--- config.mk ---
export PLATFORM = sky130hd
export DESIGN_NAME = regfile_write_arbiter
export DESIGN_NICKNAME = d
export VERILOG_FILES = /design/src/rtl/regfile_write_arbiter.sv
export SDC_FILE = /design/constraint.sdc
export NUM_CORES = 1
export LEC_CHECK = 0
export CELL_PAD_IN_SITES_DETAIL_PLACEMENT = 0
export CELL_PAD_IN_SITES_GLOBAL_PLACEMENT = 2
export CORE_AREA = 3 3 90 135
export CTS_CLUSTER_DIAMETER = 50
export CTS_CLUSTER_SIZE = 24
export DETAILED_ROUTE_END_ITERATION = 8
export DIE_AREA = 0 0 93 138
export HOLD_SLACK_MARGIN = 0.02
export PLACE_DENSITY_LB_ADDON = 0.1
export SYNTH_ARGS = -nofsm -noshare
export SYNTH_HDL_FRONTEND = slang
export SYNTH_SLANG_ARGS = --single-unit
--- constraint.sdc ---
create_clock -name clock -period 2.7 [get_ports clock]
set_clock_uncertainty 0.05 [all_clocks]
set_input_delay 0.54 -clock clock [delete_from_list [all_inputs] [get_ports clock]]
set_output_delay 0.54 -clock clock [all_outputs]
set_load 0.05 [all_outputs]
--- src/rtl/regfile_write_arbiter.sv ---
// regfile_write_arbiter
//   Owns the register file's single write port. After reset it sweeps
//   registers 1..NUM_REGS-1 to zero. It then arbitrates between two writeback
//   requesters (req0: ALU, req1: load) with round-robin priority and a
//   valid/ready handshake.
//
// Ports
//   clock, reset         : rising-edge clock, asynchronous active-high reset
//   reqN_valid/addr/data : requester N write request (held until accepted)
//   reqN_ready           : requester N accepted this cycle (combinational)
//   init_busy            : high while the reset sweep is running
//   wr_en/wr_addr/wr_data: registered drive of regWrite/writeReg/writeData
//   grant_id             : requester that produced the current wr_en pulse
module regfile_write_arbiter #(
  parameter int unsigned NUM_REGS = 32,
  parameter int unsigned ADDR_W   = 5,
  parameter int unsigned DATA_W   = 32
) (
  input  logic              clock,
  input  logic              reset,
  input  logic              req0_valid,
  input  logic [ADDR_W-1:0] req0_addr,
  input  logic [DATA_W-1:0] req0_data,
  output logic              req0_ready,
  input  logic              req1_valid,
  input  logic [ADDR_W-1:0] req1_addr,
  input  logic [DATA_W-1:0] req1_data,
  output logic              req1_ready,
  output logic              init_busy,
  output logic              wr_en,
  output logic [ADDR_W-1:0] wr_addr,
  output logic [DATA_W-1:0] wr_data,
  output logic              grant_id
);

  // One extra bit so the counter can reach NUM_REGS, which marks the sweep
  // as finished without wrapping back to an address already swept.
  localparam int unsigned CNT_W = ADDR_W + 1;

  typedef enum logic {
    ST_INIT = 1'b0,
    ST_RUN  = 1'b1
  } state_t;

  state_t            state_q, state_d;
  logic [CNT_W-1:0]  cnt_q, cnt_d;
  logic              last_grant_q, last_grant_d;
  logic              wr_en_q, wr_en_d;
  logic [ADDR_W-1:0] wr_addr_q, wr_addr_d;
  logic [DATA_W-1:0] wr_data_q, wr_data_d;
  logic              grant_id_q, grant_id_d;
  logic              init_busy_q, init_busy_d;

  logic              sweep_done;
  logic              gnt0, gnt1;
  logic              xfer0, xfer1;

  assign sweep_done = (cnt_q == CNT_W'(NUM_REGS));

  // Round-robin: with both valid, the requester that did not win last time wins.
  assign gnt0 = req0_valid && (!req1_valid || last_grant_q);
  assign gnt1 = req1_valid && (!req0_valid || !last_grant_q);

  // State register
  always_ff @(posedge clock or posedge reset) begin
    if (reset) begin
      state_q <= ST_INIT;
    end else begin
      state_q <= state_d;
    end
  end

  // Next-state logic
  always_comb begin
    state_d = state_q;
    unique case (state_q)
      ST_INIT: if (sweep_done) state_d = ST_RUN;
      ST_RUN:  state_d = ST_RUN;
      default: state_d = ST_INIT;
    endcase
  end

  // Output logic: handshake is combinational from valid and last_grant
  always_comb begin
    req0_ready = 1'b0;
    req1_ready = 1'b0;
    if (state_q == ST_RUN) begin
      req0_ready = gnt0;
      req1_ready = gnt1;
    end
  end

  assign xfer0 = req0_valid && req0_ready;
  assign xfer1 = req1_valid && req1_ready;

  // Write-port datapath next values
  always_comb begin
    cnt_d        = cnt_q;
    last_grant_d = last_grant_q;
    wr_en_d      = 1'b0;
    wr_addr_d    = wr_addr_q;
    wr_data_d    = wr_data_q;
    grant_id_d   = grant_id_q;
    init_busy_d  = init_busy_q;
    if (state_q == ST_INIT) begin
      init_busy_d = !sweep_done;
      if (!sweep_done) begin
        wr_en_d   = 1'b1;
        wr_addr_d = cnt_q[ADDR_W-1:0];
        wr_data_d = '0;
        cnt_d     = cnt_q + CNT_W'(1);
      end
    end else begin
      init_busy_d = 1'b0;
      // A write to r0 is accepted and counts for fairness but never pulses wr_en.
      if (xfer0) begin
        last_grant_d = 1'b0;
        if (req0_addr != '0) begin
          wr_en_d    = 1'b1;
          wr_addr_d  = req0_addr;
          wr_data_d  = req0_data;
          grant_id_d = 1'b0;
        end
      end else if (xfer1) begin
        last_grant_d = 1'b1;
        if (req1_addr != '0) begin
          wr_en_d    = 1'b1;
          wr_addr_d  = req1_addr;
          wr_data_d  = req1_data;
          grant_id_d = 1'b1;
        end
      end
    end
  end

  always_ff @(posedge clock or posedge reset) begin
    if (reset) begin
      cnt_q        <= CNT_W'(1);
      last_grant_q <= 1'b1;
      wr_en_q      <= 1'b0;
      wr_addr_q    <= '0;
      wr_data_q    <= '0;
      grant_id_q   <= 1'b0;
      init_busy_q  <= 1'b1;
    end else begin
      cnt_q        <= cnt_d;
      last_grant_q <= last_grant_d;
      wr_en_q      <= wr_en_d;
      wr_addr_q    <= wr_addr_d;
      wr_data_q    <= wr_data_d;
      grant_id_q   <= grant_id_d;
      init_busy_q  <= init_busy_d;
    end
  end

  assign wr_en     = wr_en_q;
  assign wr_addr   = wr_addr_q;
  assign wr_data   = wr_data_q;
  assign grant_id  = grant_id_q;
  assign init_busy = init_busy_q;

endmodule

==> metrics <==
status complete, no violations; Final Hold Violating Endpoints 0; via count 2560; Max Root-Sink Buffers 2; GRT Total Usage 0.156; cell area after layout 4270 um2; Max-cap violations 0; Crit. End Element output port; Layout area overhead 55.0%; Final min period 2.30 ns; DRT iter0 DRCs 100; FF-to-FF path depth 5; DR WL/cell 18.7 um; syn_area_per_cell 10.2 um2; die area roughly 13000 um2; Clock power frac 0.227; Final TNS setup 0 ns; CTS buffer count 5; initial core utilization 0.249; pins over their slew limit 0; Post-Synthesis Cell Area approximately 2800 um2; startpoint types input pin; FF-to-FF End wr_data[14]; DP Area 4130 um2; routability congestion estimate from global placement around 0.74; Final Util 0.386; sequential share of power 0.339; Via density slightly below 5; dpl ws 0.247 ns; vias in the first global route 2758; YS warnings 0; DRT Pass-1 Iters 4; share of total power in combinational logic 0.434; post-synth cell types 28; hold_ws 0.459 ns; Max-slew headroom 0.635; syn_nets 349; Worst Max-Slew Pin Slew 0.546 ns; final worst setup slack approximately 0.4 ns; chip width 93 um; Ant. Diodes 0; Die H ~140 um; Hold Path End wr_data[31]; crit-path max FO 4; initial antenna violation count 0; CP Data Required Time 2.11 ns; Placed Cells 519; Total Nets Final between 400 and 500; Top Ports 120; Rows 47; LEAKAGE 1.67 nW; CTS clk-pin slew, worst paths ~0.060 ns; H-Tree Level Count 2; CP Data Arrival Time ~1.7 ns; RSZ-0062 raised after global routing false; pwr/cell area 630 nW/um2; critical path class in2out; sequential element share of the synthesized area 0.437; final WL 9.87 mm; layout cells sized above 1 0.179; Tcrit/Tclk final 0.854; CTS tree yes; CTS resizes 0; post-route ant nets 0; switching power about 1.0 mW; clk sink count 48; peak supply drop 0.251 mV; global-route wire length before repair 15.7 mm; Congestion Overflow GR 0; Sw Ratio 0.380; DRC 0; worst min path class reg2reg; Core ar. between 10000 and 15000 um2; IO Port Bufs roughly 120; hold_sp wr_data[31]; Cells after Synth 269; Post-CTS Setup Inserts 0; reg-to-reg critical path startpoint last_grant_q; top achievable clock speed 0.434 GHz; power consumption 2.69 mW; Filler cells approximately 1.2k; internal power 1.67 mW; Post-CTS Hold Buffers 0; Hold Path Cell Cnt 1; Skew-Pair Late Insertion Delay 0.29 ns; dpl hpwl approximately 6.5 mm; Worst R2R Setup Slack around 0.55 ns; CTS root buf clkbuf_16; largest net degree at the start of global routing 49; Final setup viols 0; non-filler instance count after layout 527; synthesized flop and latch total 48
==> synthesized netlist by cell type <==
cell type	count	area [um2]
and3_1	1	6.26
clkbuf_1	21	78.8
nor3_2	1	10.0
nor2b_1	2	12.5
a31oi_4	1	21.3
inv_2	1	3.75
a21oi_1	35	175
nor3_4	1	16.3
nor2_1	9	33.8
mux2_4	19	285
a211oi_1	1	7.51
nand3_1	3	15.0
o21ai_0	38	190
nor3_1	2	10.0
a211o_1	1	8.76
and2_1	1	6.26
a31oi_1	5	31.3
dfstp_2	3	78.8
inv_1	6	22.5
buf_1	2	7.51
buf_2	2	10.0
dfrtp_1	45	1130
xnor2_1	5	43.8
nand2_1	4	15.0
mux2_2	18	203
o211ai_1	37	278
ha_1	2	25.0
buf_6	3	33.8
==> worst max path at each step <==
stage / from / end / slack [ns]
final: req1_valid / req0_ready / 0.40
after global routing: req1_valid / req0_ready / 0.36
after CTS: req1_valid / req0_ready / 0.40
after detailed placement: req1_valid / wr_data[26] / 0.25
after global placement: req1_valid / wr_addr[1] / 0.27
after floorplan: req1_valid / wr_addr[4] / 0.33
==> final cells by class <==
| cell class | count | area, um2 | area share |
|---|---|---|---|
| multi-input combinational | 186 | 1400 | 0.327 |
| timing repair buffer | 131 | 1320 | 0.309 |
| clock buffer | 7 | 133 | 0.0310 |
| clock inverter | 1 | 5.00 | 0.00117 |
| tap | 147 | 184 | 0.0431 |
| sequential | 48 | 1200 | 0.282 |
| inverter | 7 | 26.3 | 0.00615 |
==> cells by family (layout without fill, tap and decap cells) <==
logic type	after synthesis	after routing	synth area share
compound gates	118	118	0.258
xor+xnor	5	5	0.0159
fa+ha+maj	2	2	0.00908
buf+inv	35	146	0.0568
flops	48	48	0.437
mux	37	37	0.177
simple gates	24	24	0.0454
==> registers in the layout (all words and copies together) (netlist names) <==
signal	flops
last_grant_q	1
cnt_q	6
wr_en	1
init_busy	1
grant_id	1
wr_data	32
state_q	1
wr_addr	5
==> worst max-delay path: stages <==
cell and delay, ns:
clkdlybuf4s50_1 0.48, nor2b_2 0.20, nor3_2 0.19, buf_4 0.17, buf_12 0.13
==> power by group through the flow <==
stage | sequential (mW) | combinational, mW | clock (mW)
2_1_floorplan | 1.30 | 0.334 | 0
3_3_place_gp | 0.928 | 1.18 | 0
3_5_place_dp | 0.926 | 1.18 | 0
4_1_cts | 0.916 | 1.18 | 0.634
5_1_grt | 0.934 | 1.23 | 0.658
6_report | 0.913 | 1.17 | 0.611
==> cell usage in the layout, fill, tap and decap left out, types with 2 or more instances in the layout <==
cell,netlist,routed
clkbuf_1,21,2
xnor2_1,5,5
dfrtp_1,45,45
inv_2,1,2
buf_12,0,4
inv_1,6,5
a21oi_1,35,35
mux2_2,18,18
nand2_1,4,4
o21ai_0,38,38
clkbuf_16,0,5
nor3_1,2,2
nand3_1,3,3
ha_1,2,2
mux2_4,19,19
nor2_1,9,9
a31oi_1,5,5
dfstp_2,3,3
buf_4,0,10
clkdlybuf4s50_1,0,116
o211ai_1,37,37
==> routing by layer <==
metal  global-route usage  vias to the layer above  routed length, um
met5                    0                        -                  0
met4               0.0448                        0                157
met3               0.0348                       12                544
met2                0.264                       84               5030
met1                0.197                     1255               4140
li1                     -                     1209                  -
Power figures use the tool's default switching activity.
==> RTL edit 1 (same flow settings) <==
Set the parameter `DATA_W` to 64 (it was 32).
--- a/src/rtl/regfile_write_arbiter.sv
+++ b/src/rtl/regfile_write_arbiter.sv
@@ -15,5 +15,5 @@
   parameter int unsigned NUM_REGS = 32,
   parameter int unsigned ADDR_W   = 5,
-  parameter int unsigned DATA_W   = 32
+  parameter int unsigned DATA_W   = 64
 ) (
   input  logic              clock,
Ports: changed (resized req0_data, req1_data and wr_data); port bits go from 120 to 216. No check against the original RTL was run, so the function may have changed too.
==> RTL edit 1 against the unedited design <==
Clock power grew 120%. Synthesized area grew 56%. Sequential cell count grew 32. Wire length grew 31%. Total power grew 87%. Critical path depth grew 2. Maximum frequency shrank 9.3%. Hold slack lost 10 ps. Cell area grew 63%. Setup slack lost 240 ps. Critical endpoint is now wr_data[20]$_DFFE_PP0P_.
==> RTL edit 1: results (changes against the unedited design) <==
[status]
run_status=complete, no violations  ; unchanged

[placement]
port_buffers=215  ; was 119
placed_cells=779  ; was 519
gp_congestion=0.776  ; was 0.735
dp_hpwl_mm=9.56  ; was 6.52 mm
post-place-ws_ps=-188  ; was 247 ps

[finish]
fillers=982  ; was 1,161
drive_gt1_share_pct=16.7  ; was 17.9%
largest_reg_flops=64  ; was 32
nNetsFinal=787  ; was 459

[power]
p_leak_uw=0.00302  ; was 0.00167 uW
ir_drop_uv=401  ; was 251 uV

[setup_path]
path_max_fanout=49  ; was 4
ff2ff_path_depth=7  ; was 5
crit_arrival_ps=2700  ; was 1710 ps

[logic_synthesis]
synth.avg_cell_area_um2=9.92  ; was 10.2 um2
synthTopCellsByCount=nand2_1, dfrtp_1, a21boi_0  ; was dfrtp_1, o21ai_0, o211ai_1
synthTopCellsByArea=dfrtp_1, mux2_2, nand2_1  ; was dfrtp_1, mux2_4, o211ai_1
yosysSeqAreaShare_pct=46.7  ; was 43.7%
synth_cell_type_count=27  ; was 28
syn_nets=577  ; was 349
yosys_warnings=0  ; unchanged

[grt]
grt_usage_pct=20.6  ; was 15.6%
met3_usage_pct=4.73  ; was 3.48%
met2_usage_pct=37.6  ; was 26.4%
grt_pass1_vias=4074  ; was 2,758
grt_max_degree=81  ; was 49
grt_pass1_wl_mm=21.1  ; was 15.7 mm

[clock_network]
clk_latency_ps=330  ; was 290 ps
cts_buffers=9  ; was 5
htreeDepth=3  ; was 2

[route]
drt_iter0_markers=119  ; was 100
vias=3874  ; was 2,560
wire_per_inst_um=16.3  ; was 18.7 um
vias_per_cell=4.87  ; was 4.86

[hold_path]
hold_depth=1  ; unchanged

[timing]
relSlewSlack_pct=62.5  ; was 63.5%

RTL edit 1: logic make-up (layout without fill, tap and decap cells):
logic type | count (synthesis) | after routing | share of synthesized area (%)
AND/OR/NAND/NOR | 159 | 159 | 14.7
AO/OA/AOI/OAI | 80 | 80 | 13.5
flip-flops | 80 | 80 | 46.7
multiplexers | 69 | 69 | 18.9
buffers and inverters | 38 | 253 | 4.63
XOR/XNOR | 5 | 5 | 1.02
adder cells (fa/ha/maj) | 2 | 2 | 0.582
RTL edit 1: routing by layer:
layer	vias to the layer above	share of wire (%)
li1	1866	-
met1	1853	38
met2	141	53
met3	14	6.7
met4	0	1.8
met5	-	0
RTL edit 1: through the flow:
step / hold slack [ps] / TNS (ps) / cell area [um2]
4_1_cts: 452 / 0 / 6970
3_5_place_dp: 439 / -11230 / 6640
6_report: 449 / 0 / 6970
3_3_place_gp: 434 / -8640 / 6640
5_1_grt: 471 / 0 / 6970
2_1_floorplan: 417 / 0 / 4300
RTL edit 1: final cells by class:
type	count	area, um2	share of cell area (%)
Clock buffer	14	274	3.93
Timing Repair Buffer	230	2320	33.3
Inverter	7	27.5	0.395
Clock inverter	2	60.1	0.861
Multi-Input combinational cell	315	2100	30.1
Sequential cell	80	2010	28.8
Tap cell	147	184	2.64
RTL edit 1: path summary, 6_finish.rpt:
path | startpoint | to | slack [ps]
max | req0_addr[2] | wr_data[20]$_DFFE_PP0P_ | 160
min | cnt_q[5]$_DFFE_PP0P_ | cnt_q[5]$_DFFE_PP0P_ | 450
max reg2reg | cnt_q[0]$_DFFE_PP1P_ | wr_data[20]$_DFFE_PP0P_ | 460
min reg2reg | cnt_q[5]$_DFFE_PP0P_ | cnt_q[5]$_DFFE_PP0P_ | 450
max in group asynchronous | reset | init_busy$_DFF_PP1_ | 1690
min in group asynchronous | reset | wr_data[26]$_DFFE_PP0P_ | 580
RTL edit 1: worst max-delay path, cell delays in order:
cell             delay [ps]
clkdlybuf4s50_1         410
or4_1                   510
o21ai_0                 220
nor2_1                  110
nor3_4                  190
buf_12                  300
mux2_2                  380
RTL edit 1: report_power, final:
| part | switching, uW | internal [uW] |
|---|---|---|
| logic | 1270 | 871 |
| clock network | 457 | 886 |
| registers | 123 | 1430 |
| total | 1850 | 3190 |
==> RTL edit 2 (same flow settings) <==
Without the edit above. `wr_data_q` no longer has a reset.
--- a/src/rtl/regfile_write_arbiter.sv
+++ b/src/rtl/regfile_write_arbiter.sv
@@ -140,5 +140,4 @@
       wr_en_q      <= 1'b0;
       wr_addr_q    <= '0;
-      wr_data_q    <= '0;
       grant_id_q   <= 1'b0;
       init_busy_q  <= 1'b1;
@@ -148,8 +147,11 @@
       wr_en_q      <= wr_en_d;
       wr_addr_q    <= wr_addr_d;
-      wr_data_q    <= wr_data_d;
       grant_id_q   <= grant_id_d;
       init_busy_q  <= init_busy_d;
     end
+  end
+
+  always_ff @(posedge clock) begin
+    wr_data_q <= wr_data_d;
   end
 
Behaviour: no difference found for any inputs over 10 cycles, from zero or initial values and one cycle with reset high; that may be too few to reach the edited logic, so the function may still have changed.
==> RTL edit 2 against the unedited design <==
Maximum frequency decreased by 3.1%. Wire length is 26% lower. Utilization decreased by 5.0 points. Die area is the same. Cell area decreased by 13%. Synthesized cell count is 44% lower. Via count shrank 32%. Setup slack worse by 74 ps. Sequential cell count unchanged. Synthesized area shrank 23%. Combinational power shrank 45%. Total power shrank 17%. Critical endpoint is now wr_data[24]$_SDFFCE_PN0P_.
==> RTL edit 2: results (changes against the unedited design) <==
[status]
run_status=complete, no violations  ; unchanged

[power]
p_leak_uw=0.00147  ; was 0.00167 uW
switchingPower_uw=655  ; was 1020 uW
ir_drop_uv=250  ; was 251 uV

[logic_synthesis]
synth_top_area_cell=edfxtp_1  ; was dfrtp_1
synth_edf_count=32  ; was 0
synth_cell_type_count=27  ; was 28
yosysSeqAreaShare_pct=64.7  ; was 43.7%
synthTopCellsByArea=edfxtp_1, dfrtp_1, a22o_1  ; was dfrtp_1, mux2_4, o211ai_1
synthTopCellsByCount=a22o_1, edfxtp_1, dfrtp_1  ; was dfrtp_1, o21ai_0, o211ai_1
synth.avg_cell_area_um2=14.1  ; was 10.2 um2
syn_nets=230  ; was 349
async_reset_ff_share_pct=33.3  ; was 100%

[setup_path]
crit_arrival_ps=2320  ; was 1710 ps
path_max_fanout=11  ; was 4

[route]
drt_iter0_markers=31  ; was 100
vias=1750  ; was 2,560
wire_per_inst_um=17.0  ; was 18.7 um
firstDrtPassIters=5  ; was 4

[placement]
gp_congestion=0.684  ; was 0.735
dp_hpwl_mm=5.88  ; was 6.52 mm
placed_cells=419  ; was 519

[finish]
fin_cells=427  ; was 527
nNetsFinal=359  ; was 459
drive_gt1_share_pct=11.8  ; was 17.9%

[grt]
grt_max_degree=27  ; was 49
grt_pass1_wl_mm=11.0  ; was 15.7 mm
grt_pass1_vias=1885  ; was 2,758
grt_usage_pct=11.4  ; was 15.6%

[hold_path]
hold_path_class=flip-flop to flip-flop  ; unchanged

[clock_network]
clk_latency_ps=280
cts-root-buf=clkbuf_16  ; unchanged
htreeDepth=2  ; unchanged
cts_buffers=5  ; unchanged

[timing]
relSlewSlack_pct=58.4  ; was 63.5%

RTL edit 2: stage by stage:
stage          setup slack [ps]  util [%]  hold slack, ps  power [uW]  cell area, um2
6_report                    321      33.7             424        2240            3720
3_5_place_dp                114      32.1             412        1560            3550
2_1_floorplan               505         -             394        1260            2110
5_1_grt                     188      33.7             456        2340            3720
3_3_place_gp                177      32.1             405        1570            3550
4_1_cts                     299      33.7             420        2280            3720
RTL edit 2: final timing paths:
path | start | slack [ps] | endpoint | cells past startpoint
setup / recovery | cnt_q[0]$_DFFE_PP1P_ | 320 | wr_data[24]$_SDFFCE_PN0P_ | 6
hold / removal | last_grant_q$_DFFE_PP1P_ | 420 | last_grant_q$_DFFE_PP1P_ | 2
setup reg to reg | cnt_q[0]$_DFFE_PP1P_ | 320 | wr_data[24]$_SDFFCE_PN0P_ | 6
hold reg to reg | last_grant_q$_DFFE_PP1P_ | 420 | last_grant_q$_DFFE_PP1P_ | 2
max in group asynchronous | reset | 1610 | grant_id$_DFFE_PP0P_ | 2
min in group asynchronous | reset | 590 | wr_addr[0]$_DFFE_PP0P_ | 2
RTL edit 2: cell families (layout without fill, tap and decap cells):
group / Yosys count / in the layout / share of synthesized area [%]
AND/OR/NAND/NOR: 26 / 26 / 6.11
buffers and inverters: 19 / 149 / 4.04
XOR/XNOR: 5 / 5 / 2.08
multiplexers: 5 / 5 / 3.56
adder cells (fa/ha/maj): 2 / 2 / 1.19
AO/OA/AOI/OAI: 45 / 45 / 18.3
flip-flops: 48 / 48 / 64.7
RTL edit 2: power by group through the flow:
stage / Combinational, uW / Sequential (uW) / Clock, uW
after floorplan: 122 / 1130 / 0
after global placement: 659 / 908 / 0
after detailed placement: 658 / 907 / 0
after CTS: 659 / 892 / 730
after global routing: 682 / 897 / 756
final: 648 / 891 / 698
RTL edit 2: worst max-delay path, cell delays in order (launching register included):
cell	delay (ps)
dfstp_2	560
inv_1	80
ha_1	200
a31o_1	250
a222oi_1	450
buf_4	270
buf_4	220
RTL edit 2: cell type report:
type	count	area [um2]
clock buffer	5	125
tap	147	184
inverter	10	37.5
clock inverter	3	42.5
fill	1167	7330
sequential	48	1370
multi-input combinational	83	666
timing repair buffer	131	1300
RTL edit 2: routing by layer:
| metal | vias up | global-route usage [%] | share of wire (%) |
|---|---|---|---|
| li1 | 840 | - | - |
| met1 | 827 | 11.7 | 35 |
| met2 | 78 | 21.5 | 56 |
| met3 | 5 | 3.48 | 8.2 |
| met4 | 0 | 3.47 | 1.3 |
| met5 | - | 0 | 0 |
